<file path="config.mk">
export PLATFORM = sky130hd
export DESIGN_NAME = block_serializer
export DESIGN_NICKNAME = d
export VERILOG_FILES = /design/src/rtl/block_serializer.sv
export SDC_FILE = /design/constraint.sdc
export NUM_CORES = 1
export LEC_CHECK = 0
export CORE_MARGIN = 1.5
export CORE_UTILIZATION = 34
export CTS_BUF_LIST = sky130_fd_sc_hd__clkbuf_4
export DETAILED_ROUTE_END_ITERATION = 6
export RECOVER_POWER = 100
export SKIP_CTS_REPAIR_TIMING = 1
export SLEW_MARGIN = 0
export SYNTH_ARGS = -nofsm -noshare
export SYNTH_HDL_FRONTEND = slang
export SYNTH_SLANG_ARGS = --single-unit
</file>
<file path="constraint.sdc">
create_clock -name clk_in -period 3.95 [get_ports clk_in]
set_input_delay 0.79 -clock clk_in [delete_from_list [all_inputs] [get_ports clk_in]]
set_output_delay 0.79 -clock clk_in [all_outputs]
set_load 0.1 [all_outputs]
</file>
<file path="src/rtl/block_serializer.sv">
// Block-to-element serializer: buffers up to DEPTH blocks of LANES elements
// and emits one element per consumer request, with last flag and flush.
module block_serializer #(
    parameter int LANES     = 16,
    parameter int WIDTH     = 8,
    parameter int DEPTH     = 2,
    parameter bit MSB_FIRST = 1'b1
) (
    input  logic                        clk_in,
    input  logic                        rst_in,
    input  logic [LANES-1:0][WIDTH-1:0] block_in,
    input  logic                        block_valid_in,
    output logic                        block_ready_out,
    input  logic                        request_in,
    input  logic                        flush_in,
    output logic [WIDTH-1:0]            result_out,
    output logic                        valid_out,
    output logic                        last_out,
    output logic                        busy_out
);

    localparam int IW = $clog2(LANES);
    localparam int CW = $clog2(DEPTH + 1);
    localparam int HW = (DEPTH > 1) ? $clog2(DEPTH) : 1;

    typedef logic [LANES-1:0][WIDTH-1:0] block_t;
    typedef enum logic {IDLE, STREAM} state_t;

    state_t           state_q, state_d;
    block_t           mem_q [DEPTH];
    block_t           mem_d [DEPTH];
    logic [HW-1:0]    head_q, head_d, tail;
    logic [CW-1:0]    count_q, count_d;
    logic [IW-1:0]    idx_q, idx_d, lane;
    logic [WIDTH-1:0] result_q, result_d;
    logic             valid_q, valid_d;
    logic             last_q, last_d;
    logic             accept, service, wrap;

    // Ready depends only on registered occupancy, never on request_in.
    assign block_ready_out = rst_in && (count_q < CW'(DEPTH)) && !flush_in;
    assign accept  = block_valid_in && block_ready_out;
    assign service = (state_q == STREAM) && request_in && !flush_in;
    assign wrap    = (idx_q == IW'(LANES - 1));
    assign lane    = MSB_FIRST ? (IW'(LANES - 1) - idx_q) : idx_q;
    assign tail    = HW'((int'(head_q) + int'(count_q)) % DEPTH);

    always_comb begin
        mem_d    = mem_q;
        head_d   = head_q;
        count_d  = count_q;
        idx_d    = idx_q;
        result_d = result_q;
        valid_d  = 1'b0;
        last_d   = 1'b0;
        if (flush_in) begin
            head_d   = '0;
            count_d  = '0;
            idx_d    = '0;
            result_d = '0;
        end else begin
            if (accept) begin
                mem_d[tail] = block_in;
                count_d     = count_d + CW'(1);
            end
            if (service) begin
                valid_d  = 1'b1;
                last_d   = wrap;
                result_d = mem_q[head_q][lane];
                if (wrap) begin
                    idx_d   = '0;
                    count_d = count_d - CW'(1);
                    head_d  = (head_q == HW'(DEPTH - 1)) ? '0
                                                         : head_q + HW'(1);
                end else begin
                    idx_d = idx_q + IW'(1);
                end
            end
        end
        state_d = (count_d != '0) ? STREAM : IDLE;
    end

    always_ff @(posedge clk_in) begin
        if (!rst_in) begin
            for (int i = 0; i < DEPTH; i++) mem_q[i] <= '0;
            state_q  <= IDLE;
            head_q   <= '0;
            count_q  <= '0;
            idx_q    <= '0;
            result_q <= '0;
            valid_q  <= 1'b0;
            last_q   <= 1'b0;
        end else begin
            mem_q    <= mem_d;
            state_q  <= state_d;
            head_q   <= head_d;
            count_q  <= count_d;
            idx_q    <= idx_d;
            result_q <= result_d;
            valid_q  <= valid_d;
            last_q   <= last_d;
        end
    end

    assign result_out = result_q;
    assign valid_out  = valid_q;
    assign last_out   = last_q;
    assign busy_out   = (state_q == STREAM);

endmodule

</file>
==> results of run 1 <==
-- through the flow --
stage	instances	utilization (%)	power, mW	setup WS (ps)
6_report	1974	42.3	5.73	655
5_1_grt	1974	42.3	6.02	398
4_1_cts	1972	42.4	5.82	817
3_5_place_dp	1854	39.8	3.34	930
3_3_place_gp	1854	39.8	3.34	938
2_1_floorplan	1346	-	3.10	598
-- logic make-up (layout without fill, tap and decap cells) --
logic type	count (synthesis)	after routing	synth area share (%)
buffers and inverters	114	285	4.30
multiplexers	81	81	12.0
AND/OR/NAND/NOR	544	544	17.3
other	0	2	0
AO/OA/AOI/OAI	323	323	20.3
XOR/XNOR	9	9	0.652
adder cells (fa/ha/maj)	1	1	0.104
flip-flops	274	274	45.4
-- layer usage --
layer  routed length [um]  track usage, %
met1                15800            25.6
met2                15600            28.7
met3                 1760            3.82
met4                  852            7.24
met5                    0               0
-- cell type report --
| class | count | area [um2] | area share (%) |
|---|---|---|---|
| multi-input cells | 958 | 6110 | 41.6 |
| flip-flops and latches | 274 | 5490 | 37.3 |
| repair buffers | 165 | 1640 | 11.2 |
| clock buffers | 109 | 818 | 5.56 |
| well taps | 455 | 569 | 3.87 |
| clock inverters | 9 | 63.8 | 0.434 |
| inverters | 2 | 7.51 | 0.0510 |
| diodes | 2 | 5.00 | 0.0340 |
-- worst max-delay path by stage --
stage	slack (ps)	from	end
after CTS	820	busy_out$_SDFF_PN0_	busy_out
final	650	idx_q[1]$_SDFFE_PP0N_	result_out[6]$_SDFFE_PP0N_
after global placement	940	idx_q[1]$_SDFFE_PP0N_	result_out[6]$_SDFFE_PP0N_
after floorplan	600	flush_in	mem_q[10]$_SDFFE_PN0P_
after detailed placement	930	flush_in	mem_q[175]$_SDFFE_PN0P_
after global routing	400	idx_q[1]$_SDFFE_PP0N_	result_out[6]$_SDFFE_PP0N_
-- where the power goes --
part | internal [mW] | leakage [nW] | switching [mW]
logic | 0.223 | 2.06 | 0.207
registers | 2.82 | 2.22 | 0.0279
clock network | 1.31 | 0.535 | 1.15
total | 4.35 | 4.81 | 1.38
-- sequential cells by signal (all words and copies together), names as in the netlist --
signal,flops
mem_q,256
busy_out,1
idx_q,4
head_q,1
result_out,8
count_q,2
valid_out,1
last_out,1
-- worst reg2reg max path, stage by stage, from the launching register on --
cell,delay [ps]
dfxtp_1,1000
mux4_1,710
nor2b_1,150
a2111oi_0,830
a31oi_1,220
a32o_1,280
-- cells in the mapped netlist, drive strengths merged (2+ instances only) --
library cell	n	area, um2
a21boi	256	1920
a22oi	8	60.1
xnor2	6	52.6
buf	47	268
o22ai	7	43.8
nor3	3	15.0
o221ai	8	70.1
clkbuf	65	244
xor2	3	26.3
inv	2	7.51
nand2	516	1940
and3	2	12.5
dfxtp	274	5490
mux2i	31	310
a2111oi	8	108
mux4	49	1130
a22o	14	123
nand3	5	25.0
a21oi	18	90.1
nor2b	4	27.5
nor2	9	33.8
==> run summary, run 1 <==
Reg-to-Reg End: result_out[6]$_SDFFE_PP0N_
Die X: 192 um
Yosys cell types: 40
Slowest stage delay, CP: 1000 ps
Initial antenna violation count: 2
RR Startpoint: idx_q[1]$_SDFFE_PP0N_
Fillers: 3,464
Pin count of the biggest net entering global routing: 129
IO buf count: 144
Cell area after synthesis: 0.0121 mm2
Critical path type: flop to flop
Worst vdd ir: 0.212 mV
Full die area: 0.0367 mm2
Total GRT Usage: 18.7%
PwrDens: 390 mW/mm2
Setup crit end kind: flop
RSZ-0062 raised after global routing: false
Worst slew margin: -13.1%
Syn_nets: 1,480
Initial Util: 34.7%
CP Launch Type: flop
Final period util: 83.4%
Drt total wl: 34.0 mm
Period minus WS final: 3300 ps
Status: complete, but fails checks
Hold path endpoint: mem_q[241]$_SDFFE_PN0P_
Layout cell share with drive strength beyond 1: 12.4%
Root buffer cell: clkbuf_4
Delay-heaviest family, CP: compound AO/OA/AOI/OAI gates
DRT antenna net count: 0
Avg Inst Size Synth: 8.98 um2
Via count: 9,857
Failing checks: max-capacitance violations, max-slew violations
Levels on crit path: 5
Fraction of registers with async set/reset: 0%
Pre-antenna DRT Iters: 5
Clk Latency, worst-skew pair: 710 ps
Routed length per instance: 17.2 um
CP cell instances: mux4_1 > nor2b_1 > a2111oi_0 > a31oi_1 > a32o_1
Drc violations: 0
Dpl hpwl: 21.5 mm
Depth of the most critical reg-to-reg path: 5
P_leak: 4.81 nW
Final hold vios: 0
Worst-Margin Slew: 1700 ps
Most frequent cells in the layout: 516 x nand2_1, 273 x dfxtp_1, 255 x a21boi_0, 130 x clkdlybuf4s50_1, 111 x clkbuf_4
YS warnings: 0
Clock Sink Count: 274
GR Overflow Total: 0
Vias in the first global route: 9,616
Required @ worst endpoint: 4540 ps
Layout net count: 1,609
CTS buffer count: 74
HP Class: flop to flop
Setup TNS: 0 ps
WP buf/inv: 0
Global-route wire length before repair: 52.9 mm
Post-synthesis sequential area ratio: 45.4%
Fmax achieved: 0.303 GHz
Initial DRC count: 723
GP Congestion: 0.763
Reg clk slew, reported paths: 60 ps
Core ar.: 0.0348 mm2
Top_reg_cell synth: dfxtp_1
Clock buffer depth: 3
Placed inst area: 0.0139 mm2
Commonest non-fill, non-tap cell in the layout: nand2_1
Slowest stage cell, crit path: dfxtp_1
FF-to-FF setup slack: 650 ps
Crit path max fanout: 16
Clk_skew: 22.5 ps
Hold path depth: 2
Area grow syn2layout: 21.7%
Syn Inst Count: 1,346
H-Tree Depth: 3
Die Y: 192 um
Io pins: 145
Final Max Slew Viols: 129
Maxcap violations: 1
Crit path DAT: 3880 ps
Final setup fails: 0
Hold Crit Start: mem_q[241]$_SDFFE_PN0P_
Hold_ws: 455 ps
FP Rows: 68
Post-layout instance area: 0.0147 mm2
Yosys reg bits: 274
Number of flops mapped to enable cells by yosys: 0
CTS tree: built
DR vias/cell: 4.99
No activity file was read; power rests on OpenSTA's default activity.
==> run 2: changes to the inputs <==
==> constraint.sdc (replaced) <==
create_clock -name clk_in -period 3.1 [get_ports clk_in]
set_input_delay 0.62 -clock clk_in [delete_from_list [all_inputs] [get_ports clk_in]]
set_output_delay 0.62 -clock clk_in [all_outputs]
set_load 0.1 [all_outputs]
==> run summary, run 2 (synthesized netlist as in run 1, its figures left out) <==
Status: finished clean (was complete, but fails checks)
Layout net count: 1,622 (was 1,609)
FP Rows: 68 (unchanged)
Die Y: 192 um (unchanged)
Period minus WS final: 2860 ps (was 3300 ps)
Clk Latency, worst-skew pair: 660 ps (was 710 ps)
Final setup fails: 0 (unchanged)
CP cell instances: buf_4 > mux4_1 > nor2b_1 > a2111oi_0 > a31oi_1 > a32o_1 (was mux4_1 > nor2b_1 > a2111oi_0 > a31oi_1 > a32o_1)
Switching Share: 24.1% (about the same)
Worst-Margin Slew: 1230 ps (was 1700 ps)
Clock buffer depth: 3 (unchanged)
Final hold vios: 0 (unchanged)
Setup TNS: 0 ps (unchanged)
Commonest non-fill, non-tap cell in the layout: nand2_1 (unchanged)
Clk_skew: 22.9 ps (was 22.5 ps)
Initial antenna violation count: 1 (was 2)
Clock Power Share: 43.5% (was 42.9%)
Drc violations: 0 (unchanged)
Pre-antenna DRT Iters: 5 (unchanged)
Pin count of the biggest net entering global routing: 258 (was 129)
Total power: 7.41 mW (was 5.73 mW)
Setup crit end kind: flop (unchanged)
Vias in the first global route: 9,654 (was 9,616)
Clock Sink Count: 274 (unchanged)
Top reg by flops: mem_q (unchanged)
RSZ-0062 raised after global routing: false (unchanged)
FF+latch area: 0.00549 mm2 (about the same)
Crit path DAT: 3410 ps (was 3880 ps)
Worst vdd ir: 0.247 mV (was 0.212 mV)
GP Congestion: 0.748 (was 0.763)
Area grow syn2layout: 22.5% (was 21.7%)
Fillers: 3,493 (was 3,464)
Die X: 192 um (unchanged)
Maxcap violations: 0 (was 1)
Most frequent cells in the layout: 516 x nand2_1, 272 x dfxtp_1, 249 x a21boi_0, 131 x clkdlybuf4s50_1, 118 x clkbuf_4 (was 516 x nand2_1, 273 x dfxtp_1, 255 x a21boi_0, 130 x clkdlybuf4s50_1, 111 x clkbuf_4)
Io pins: 145 (unchanged)
PwrDens: 501 mW/mm2 (was 390 mW/mm2)
Reg power frac: 48.9% (was 49.6%)
P_int: 5.62 mW (was 4.35 mW)
CTS buffer count: 76 (was 74)
Slowest stage delay, CP: 720 ps (was 1000 ps)
Via count: 9,958 (was 9,857)
Routed length per instance: 17.5 um (was 17.2 um)
Initial DRC count: 594 (was 723)
DRT antenna net count: 0 (unchanged)
HP Class: flop to flop (unchanged)
Fmax achieved: 0.350 GHz (was 0.303 GHz)
Global-route wire length before repair: 54.2 mm (was 52.9 mm)
IO buf count: 144 (unchanged)
Dpl hpwl: 22.4 mm (was 21.5 mm)
Core ar.: 0.0348 mm2 (unchanged)
Initial Util: 34.7% (unchanged)
Final period util: 92.1% (was 83.4%)
WP buf/inv: 1 (was 0)
Full die area: 0.0367 mm2 (unchanged)
Drt total wl: 34.9 mm (was 34.0 mm)
Multi-input gate area: 0.00610 mm2 (was 0.00611 mm2)
Hold_ws: 451 ps (was 455 ps)
P_leak: 4.85 nW (was 4.81 nW)
Max FFs per register: 256 (unchanged)
Switch Pwr: 1.79 mW (was 1.38 mW)
Layout cell share with drive strength beyond 1: 13.3% (was 12.4%)
Critical path type: flop to flop (unchanged)
Slowest stage cell, crit path: a2111oi_0 (was dfxtp_1)
CP Launch Type: flop (unchanged)
DR vias/cell: 5.00 (was 4.99)
CTS tree: built (unchanged)
Root buffer cell: clkbuf_4 (unchanged)
Reg clk slew, reported paths: 60 ps (about the same)
Combinational share of power: 7.5% (about the same)
Final Max Slew Viols: 0 (was 129)
Worst slew margin: 18.7% (was -13.1%)
Final core utilization: 42.5% (was 42.3%)
H-Tree Depth: 3 (unchanged)
Crit path max fanout: 11 (was 16)
Total GRT Usage: 19.1% (was 18.7%)
Delay-heaviest family, CP: compound AO/OA/AOI/OAI gates (unchanged)
Required @ worst endpoint: 3650 ps (was 4540 ps)
GR Overflow Total: 0 (unchanged)
run 2: changes by cell type in the layout (fill, tap and decap cells not counted), moves of 2 or more:
cell	delta
dfxtp_2	+2
clkbuf_2	+2
clkbuf_1	+13
clkbuf_4	+7
a21boi_0	-6
inv_2	+2
buf_12	+5
dlygate4sd3_1	-12
a21boi_1	+6
run 2: power by group through the flow:
stage | combinational [mW] | sequential, mW | clock (mW)
after floorplan | 0.253 | 3.70 | 0
after global placement | 0.567 | 3.70 | 0
after detailed placement | 0.569 | 3.70 | 0
after CTS | 0.571 | 3.62 | 3.36
after global routing | 0.599 | 3.63 | 3.56
final | 0.557 | 3.63 | 3.23
run 2: per-stage QoR:
| step | instances | cell area (um2) | worst slack, ps |
|---|---|---|---|
| after CTS | 1991 | 14900 | 307 |
| after global routing | 1992 | 14800 | 140 |
| final | 1992 | 14800 | 245 |
| after floorplan | 1346 | 12100 | 460 |
| after detailed placement | 1865 | 14000 | 336 |
| after global placement | 1865 | 14000 | 319 |
run 2: worst min-delay path, cell delays in order, from the launching register on:
cell and delay, ps:
dfxtp_1 300, nand2_1 50, a21boi_1 50
run 2: layout make-up:
class | count | area share (%)
diodes | 1 | 0.0169
clock buffers | 114 | 5.78
clock inverters | 12 | 0.490
inverters | 2 | 0.0507
multi-input cells | 958 | 41.2
flip-flops and latches | 274 | 37.1
well taps | 455 | 3.85
repair buffers | 176 | 11.5
run 2: routing by layer:
metal / vias to the layer above / GRT usage, % / part of all wire (%)
li1: 4899 / - / -
met1: 4743 / 26.8 / 47
met2: 255 / 29.6 / 46
met3: 61 / 3.43 / 5.2
met4: 0 / 6.01 / 2.1
met5: - / 0 / 0
run 2: path summary, 6_finish.rpt:
kind,from,to,slack (ps),cells past startpoint
min,mem_q[229]$_SDFFE_PN0P_,mem_q[229]$_SDFFE_PN0P_,450,2
max,idx_q[1]$_SDFFE_PP0N_,result_out[6]$_SDFFE_PP0N_,240,6
min reg2reg,mem_q[229]$_SDFFE_PN0P_,mem_q[229]$_SDFFE_PN0P_,450,2
max reg2reg,idx_q[1]$_SDFFE_PP0N_,result_out[6]$_SDFFE_PP0N_,240,6
